### src/rtl/hpm_event_collector.sv
`default_nettype none
// ============================================================================
// Module   : hpm_event_collector
// Purpose  : Front end of the HPM counter bank. Registers the per-cycle event
//            multiplicities reported by the pipeline and holds them in one
//            backlog accumulator per event. Each backlog drains at one count
//            per cycle onto events_o. A sticky lost flag marks any backlog
//            that saturated and dropped counts.
//            ACC_W must be at least CNT_W+1.
// Revision : 1.0 - initial release
// ============================================================================
module hpm_event_collector #(
  parameter int HPM_NUM_EVENTS = 28,
  parameter int CNT_W          = 2,
  parameter int ACC_W          = 4
) (
  input  logic                            clk_i,
  input  logic                            rst_i,
  input  logic                            enable_i,
  input  logic [HPM_NUM_EVENTS*CNT_W-1:0] raw_cnt_i,
  input  logic                            clr_ovf_i,
  output logic [HPM_NUM_EVENTS:1]         events_o,
  output logic [HPM_NUM_EVENTS:1]         lost_o,
  output logic                            idle_o
);

  // Sums are formed one bit wider than the accumulator so saturation is visible.
  localparam logic [ACC_W:0] c_ACC_MAX = {1'b0, {ACC_W{1'b1}}};
  localparam int             c_PAD_W   = ACC_W + 1 - CNT_W;

  // Per event: something still in flight (registered input or backlog).
  logic [HPM_NUM_EVENTS:1] w_busy;

  for (genvar gi = 1; gi <= HPM_NUM_EVENTS; gi++) begin : g_evt
    logic [CNT_W-1:0] r_in;
    logic [ACC_W-1:0] r_acc;
    logic             r_nz;    // registered (r_acc != 0); doubles as the drain strobe
    logic             r_lost;
    logic [ACC_W:0]   w_sum;
    logic [ACC_W-1:0] w_acc_d;
    logic             w_sat;

    // New backlog: add the registered count, remove the unit drained this cycle.
    // r_nz implies r_acc >= 1, so the subtraction cannot underflow.
    assign w_sum   = {{c_PAD_W{1'b0}}, r_in} + {1'b0, r_acc} - {{ACC_W{1'b0}}, r_nz};
    assign w_sat   = (w_sum > c_ACC_MAX);
    assign w_acc_d = w_sat ? {ACC_W{1'b1}} : w_sum[ACC_W-1:0];

    // Input register, backlog accumulator, drain flag and sticky lost flag.
    always_ff @(posedge clk_i) begin
      if (rst_i) begin
        r_in   <= '0;
        r_acc  <= '0;
        r_nz   <= 1'b0;
        r_lost <= 1'b0;
      end else begin
        r_in   <= enable_i ? raw_cnt_i[(gi-1)*CNT_W +: CNT_W] : '0;
        r_acc  <= w_acc_d;
        r_nz   <= (w_acc_d != '0);
        // A saturation in the clearing cycle keeps the flag set.
        r_lost <= w_sat | (r_lost & ~clr_ovf_i);
      end
    end

    assign events_o[gi] = r_nz;
    assign lost_o[gi]   = r_lost;
    assign w_busy[gi]   = (r_in != '0) | r_nz;
  end

  // Idle once nothing is registered and every backlog is empty.
  assign idle_o = ~|w_busy;

endmodule
`default_nettype wire

### config.mk
export PLATFORM = sky130hd
export DESIGN_NAME = hpm_event_collector
export DESIGN_NICKNAME = d
export VERILOG_FILES = /design/src/rtl/hpm_event_collector.sv
export SDC_FILE = /design/constraint.sdc
export NUM_CORES = 1
export LEC_CHECK = 0
export CORE_UTILIZATION = 58
export DETAILED_ROUTE_END_ITERATION = 7
export GPL_TIMING_DRIVEN = 1
export PLACE_DENSITY = 0.87
export SLEW_MARGIN = 20
export SYNTH_ARGS = -nofsm -noshare
export SYNTH_HDL_FRONTEND = slang
export SYNTH_SLANG_ARGS = --single-unit
### constraint.sdc
create_clock -name clk_i -period 2.6 [get_ports clk_i]
set_input_delay 0.26 -clock clk_i [delete_from_list [all_inputs] [get_ports clk_i]]
set_output_delay 0.26 -clock clk_i [all_outputs]
set_load 0.01 [all_outputs]
# --- Word-level counts from Yosys, hierarchy flattened ---
# Index checks and enable logic that the tools add are counted.
# Widths: inputs -> output; s select.
totals:
  regBits: 224
  inputBits: 60
  output_inout_bits: 57
  elab_cells: 369
op_classes:
  add_sub_neg: 56
  n_lt_le_gt_ge: 28
  mux: 28
  bitwise_logic: 86
  n_reduce_logical: 59
op_table:
  columns: ["operator", "n"]
  rows:
  - ["$add 2x4->5", 28]
  - ["$gt 5x4->1 const B", 28]
  - ["$sub 5x1->5", 28]
  - ["$mux 4", 28]
  - ["$reduce_bool 4->1", 28]
  - ["$or 1x1->1", 56]
  - ["$reduce_bool 2->1", 28]
  - ["$and 1x1->1", 28]
  - ["$reduce_or 28->1", 1]
  - ["$not 1->1", 2]
  - ["$reduce_or 2->1", 1]
  - ["$logic_not 1->1", 1]

# --- Logic depth before layout (Yosys ltp) ---
depth:
  word_depth: 5
  ltp_mapped: 9
  depth_no_buf: 9

# --- Worst setup path after synthesis ---
# Ideal clock, no wire load.
synth_timing:
  path_type: "register to register"
  startpoint: "register g_evt[5].r_acc[0]"
  endpoint: "register g_evt[5].r_nz"
  setup_ps: 150
  arrival_ps: 1888
  required_ps: 2450
  slack_ps: 562
  path_stages_with_launch: 10
  path_buffers: 0
  period_less_slack_ps: 2038
  cell_sequence: "dfxtp_1 inv_1 ha_1 inv_1 ha_1 fa_1 a21o_1 a21oi_1 xnor2_1 a41oi_1"
synth_between:
  elab_chain_cells: 5
synth_rtl:
  columns: ["item", "line", "text"]
  rows:
  - ["start, declared", "36", "logic [ACC_W-1:0] r_acc;"]
  - ["start signal, assigned", "58", "r_acc <= w_acc_d;"]
  - ["$add 2x4->5 (*)", "45", "assign w_sum = {{c_PAD_W{1'b0}}, r_in} + {1'b0, r_acc} - {{ACC_W{1'b0}}, r_nz};"]
  - ["$sub 5x1->5 (*)", "45", null]
  - ["$gt 5x4->1", "46", "assign w_sat = (w_sum > c_ACC_MAX);"]
  - ["$mux 4 (*)", "47", "assign w_acc_d = w_sat ? {ACC_W{1'b1}} : w_sum[ACC_W-1:0];"]
  - ["$reduce_bool 4->1 (*)", "59", "r_nz <= (w_acc_d != '0);"]
  - ["end signal, assigned", "59", null]
  - ["end, declared", "37", "logic r_nz;"]
# Mark *: on every way between the ends. The rest lies on a longest branch, timed or not.
# A chain may end at the register's enable or synchronous reset.

# --- Worst setup path in the final report ---
layout_timing:
  startpoint: "register g_evt[11].r_in[0]"
  endpoint: "output port idle_o"
layout_between:
  elab_chain_cells: 4
layout_rtl:
  columns: ["item", "line", "text"]
  rows:
  - ["start, declared", "35", "logic [CNT_W-1:0] r_in;"]
  - ["start signal, assigned", "57", "r_in <= enable_i ? raw_cnt_i[(gi-1)*CNT_W +: CNT_W] : '0;"]
  - ["$reduce_bool 2->1", "67", "assign w_busy[gi] = (r_in != '0) | r_nz;"]
  - ["$or 1x1->1", "67", null]
  - ["$reduce_or 28->1", "71", "assign idle_o = ~|w_busy;"]
  - ["$logic_not 1->1", "71", null]
  - ["end, declared", "24", "output logic idle_o"]
# Every way passes these cells.

==> run summary <==
The flow ran to the end, and the final reports show no timing, DRC or antenna violations. The half-perimeter wire length after placement is 17600 microns. STA classifies the critical path endpoint as an output pin. Remaining antenna violation count: 0. Across the whole layout, storage elements account for 4490 sq um. Summing all multi-input logic gate instances after layout gives 5950 sq um.

For the violation count after the first detailed-routing iteration, the log shows 419. The run gives 0 as the initial antenna violation count. The part of the Yosys area used for sequential elements was 37.3%.

Counting flops with an async set or reset pin after synthesis yields a share of 0%. From bottom edge to top edge, the die measures 146 microns. Global routing consumed, over all layers together, 23.9% of the routing resources. Of all cell types, the one taking the most synthesized area is sky130_fd_sc_hd__dfxtp_1. For the cell count after placement, the log shows 1626.

TritonCTS built the clock tree. The tools report the level count of the clock H-tree as 1. The worst path meets setup with 0.0623 ns of slack. Buffers placed on the I/O ports in this run total 116. The source of the critical timing path was g_evt[11].r_in[0]$_SDFF_PP0_.

In the post-synthesis netlist, the biggest area contributors are sky130_fd_sc_hd__dfxtp_1 37%, sky130_fd_sc_hd__ha_1 17%, sky130_fd_sc_hd__inv_1 9.6%, sky130_fd_sc_hd__a21oi_1 8.2%, sky130_fd_sc_hd__fa_1 4.7%. Average routed wire per standard cell: 15.0 microns. The congestion estimate from routability-driven global placement came to 0.836. The run gives 0.52 ns as the later-pin clock latency in the skew report.

The average size of a mapped cell is 9.13 sq um, and the count of flip-flops with a built-in enable after synthesis is 0. The first TritonRoute pass finished after 5 iterations. The overflow left after global routing was 0. Row generation in the floorplan step produced 52 rows. In this run the static leakage power is 6.91 nW. Before CTS, the worst setup slack after placement is 0.105 ns. The run gives 21300 sq um as the overall die area. The logs give 0.394 GHz for the maximum clock frequency and 25000 microns for the post-detailed-routing wire length. The most used flip-flop cell after synthesis is sky130_fd_sc_hd__dfxtp_1. Measured along the x axis, the die boundary spans 146 microns. The final number of setup-violating endpoints is 0, and the core footprint is 20300 sq um. At the pin with the least slew margin, the transition time is 0.768 ns.

The run gives 0.0146 ns as the worst setup skew after layout. For the worst setup path, the data required time is 2.34 ns. The CTS root buffer was sky130_fd_sc_hd__clkbuf_16. The number of failing hold endpoints at the final stage is 0, and the non-filler instance count after layout is 1670.

The critical path class is flip-flop to output pin. The final-layout setup total negative slack is 0 ns. At the end of the flow, the number of nets in the layout was 1638.

Summed over its instances, the top area cell type makes up 37.3% of the synthesized netlist area. Measured on the finished design, the core utilization comes to 69.0%. First-pass GRT wire length: 41900 microns. The unique cell type count in the Yosys netlist came out at 22. For the count of inserted antenna diode cells, the log shows 0.

The logs give 2.28 ns for the critical path arrival and 9092 for the via count of the first global-routing pass. The post-synthesis sequential element count was 224; the register-to-register path setup slack was 0.15 ns. The area growth from synthesis to layout is 16.5%.

Setup repair after global routing left no endpoint under its margin. The worst register-to-register path has a depth of 8. For the number of top-level pins, the log shows 117.

The total power after layout came out at 21.0 mW. The tools report the critical register-to-register path endpoint as g_evt[17].r_nz$_SDFF_PP0_. Share of post-route cells with drive strength above 1: 4.43%. After synthesis, the most frequently instantiated cells are 308 x sky130_fd_sc_hd__inv_1, 224 x sky130_fd_sc_hd__dfxtp_1, 196 x sky130_fd_sc_hd__a21oi_1. The net count after synthesis is 1574. The final clock period utilization by the worst path is 97.6%. IR analysis of the VDD net gives a maximum drop of 0.694 mV. Clock sink count: 224.

The tools report the timing endpoint of the critical path as idle_o. The number of post-CTS setup repair buffers was 0. Along the worst path, the maximum fanout reaches 2. The tool flagged a number of max-cap violations equal to 0.

The total vias in the final route came out at 8627. After detailed routing, the number of vias per cell comes to 5.17. In this run, CTS created clock tree buffers numbering 24. Along the worst hold path, the cell count comes to 2. For this design the ratio of total power to cell area is 1500 nW/um^2. The count of unresolved DRC violations after routing was 0; the clock input transition at the sequential cells of the worst setup and hold paths was 0.06 ns. Entering global routing, the biggest net connects 169 pins. Launch point of the worst reg-to-reg path: g_evt[17].r_nz$_SDFF_PP0_. The layout filler cell count was 1462. The logs give 12000 sq um for the combined area of all synthesized cells and 3 for the deepest clock path buffer count. The count of final max-slew check failures is 0.

Measured against its own limit, the worst slew margin works out to 48.8%. The clock period could shrink to 2.54 ns. The kind of launch point of the worst setup path is a flip-flop. sky130_fd_sc_hd__inv_1 is the most common cell in the netlist. After technology mapping, the gate count stands at 1318. The Yosys step of the flow raised 0 warnings. The tools report the total of hold buffers inserted after clock tree synthesis as 0. The worst hold path belongs to the class input port to flip-flop. The initial utilization of the core area, before any placement, comes to 59.3%.
==> per-stage QoR <==
step	hold WS, ns	cell area (sq um)
floorplan	0.382	12000
CTS	0.276	14000
finish	0.288	14000
detailed placement	0.463	13100
global placement	0.458	13100
global route	0.291	14000
==> worst min-delay path by stage <==
stage                                start  slack [ns]                      endpoint
3_3_place_gp   g_evt[14].r_lost$_SDFF_PP0_        0.46   g_evt[14].r_lost$_SDFF_PP0_
2_1_floorplan                raw_cnt_i[18]        0.38  g_evt[10].r_in[0]$_SDFF_PP0_
3_5_place_dp    g_evt[7].r_lost$_SDFF_PP0_        0.46    g_evt[7].r_lost$_SDFF_PP0_
6_report                     raw_cnt_i[23]        0.29  g_evt[12].r_in[1]$_SDFF_PP0_
5_1_grt                      raw_cnt_i[35]        0.29  g_evt[18].r_in[1]$_SDFF_PP0_
4_1_cts                      raw_cnt_i[23]        0.28  g_evt[12].r_in[1]$_SDFF_PP0_
==> state kept, by name, indices dropped and copies added, names as in the netlist <==
| signal | count |
|---|---|
| g_evt.r_nz | 28 |
| g_evt.r_in | 56 |
| g_evt.r_lost | 28 |
| g_evt.r_acc | 112 |
==> timing repair <==
action / CTS / global route
endpoints found under the setup margin: 1 / 1
endpoints found under the hold margin: 0 / 0
pin swaps: 4 / 3
gates resized for setup: 12 / 6
==> cell usage in the layout, fill, tap and decap left out, types with 5 or more instances in the layout <==
cell type / n
sky130_fd_sc_hd__xor2_1: 28
sky130_fd_sc_hd__ha_1: 168
sky130_fd_sc_hd__a21o_1: 56
sky130_fd_sc_hd__a21oi_1: 196
sky130_fd_sc_hd__inv_1: 308
sky130_fd_sc_hd__bufinv_16: 5
sky130_fd_sc_hd__a41oi_1: 28
sky130_fd_sc_hd__nand2b_1: 28
sky130_fd_sc_hd__nor2_1: 28
sky130_fd_sc_hd__dfxtp_1: 223
sky130_fd_sc_hd__and2_1: 56
sky130_fd_sc_hd__fa_1: 28
sky130_fd_sc_hd__nor4_1: 11
sky130_fd_sc_hd__nor4_2: 9
sky130_fd_sc_hd__buf_4: 6
sky130_fd_sc_hd__xnor2_1: 56
sky130_fd_sc_hd__clkbuf_16: 24
sky130_fd_sc_hd__clkdlybuf4s50_1: 114
==> worst max-delay path, stage by stage (launching register included) <==
cell                      delay [ns]
sky130_fd_sc_hd__dfxtp_1        0.32
sky130_fd_sc_hd__nor4_2         0.33
sky130_fd_sc_hd__nand4_1        0.19
sky130_fd_sc_hd__or4_4          0.58
sky130_fd_sc_hd__nor3_4         0.16
sky130_fd_sc_hd__buf_2          0.17
==> layout make-up <==
cell class / count / area share, %
clock buffers: 31 / 4.69
clock inverters: 13 / 1.53
inverters: 308 / 8.25
multi-input cells: 702 / 42.5
flip-flops and latches: 224 / 32.0
well taps: 270 / 2.41
repair buffers: 122 / 8.64
==> cell families after synthesis <==
family	count (synthesis)	synth area share, %
XOR/XNOR	84	6.12
adder cells (fa/ha/maj)	196	22.1
AND/OR/NAND/NOR	142	6.81
AO/OA/AOI/OAI	280	13.7
flip-flops	224	37.3
buffers and inverters	392	14.0
==> per-layer routing <==
metal,global-route usage (%),vias to the layer above,routed length (microns)
li1,-,4313,-
met1,28.7,4051,10600
met2,43.1,201,12400
met3,3.88,62,1080
met4,8.33,0,919
met5,0,-,0
==> where the power goes <==
group / switching (mW) / internal, mW
clock network: 1.43 / 2.29
logic: 6.74 / 5.19
registers: 0.634 / 4.74
Power figures use the tool's default switching activity.
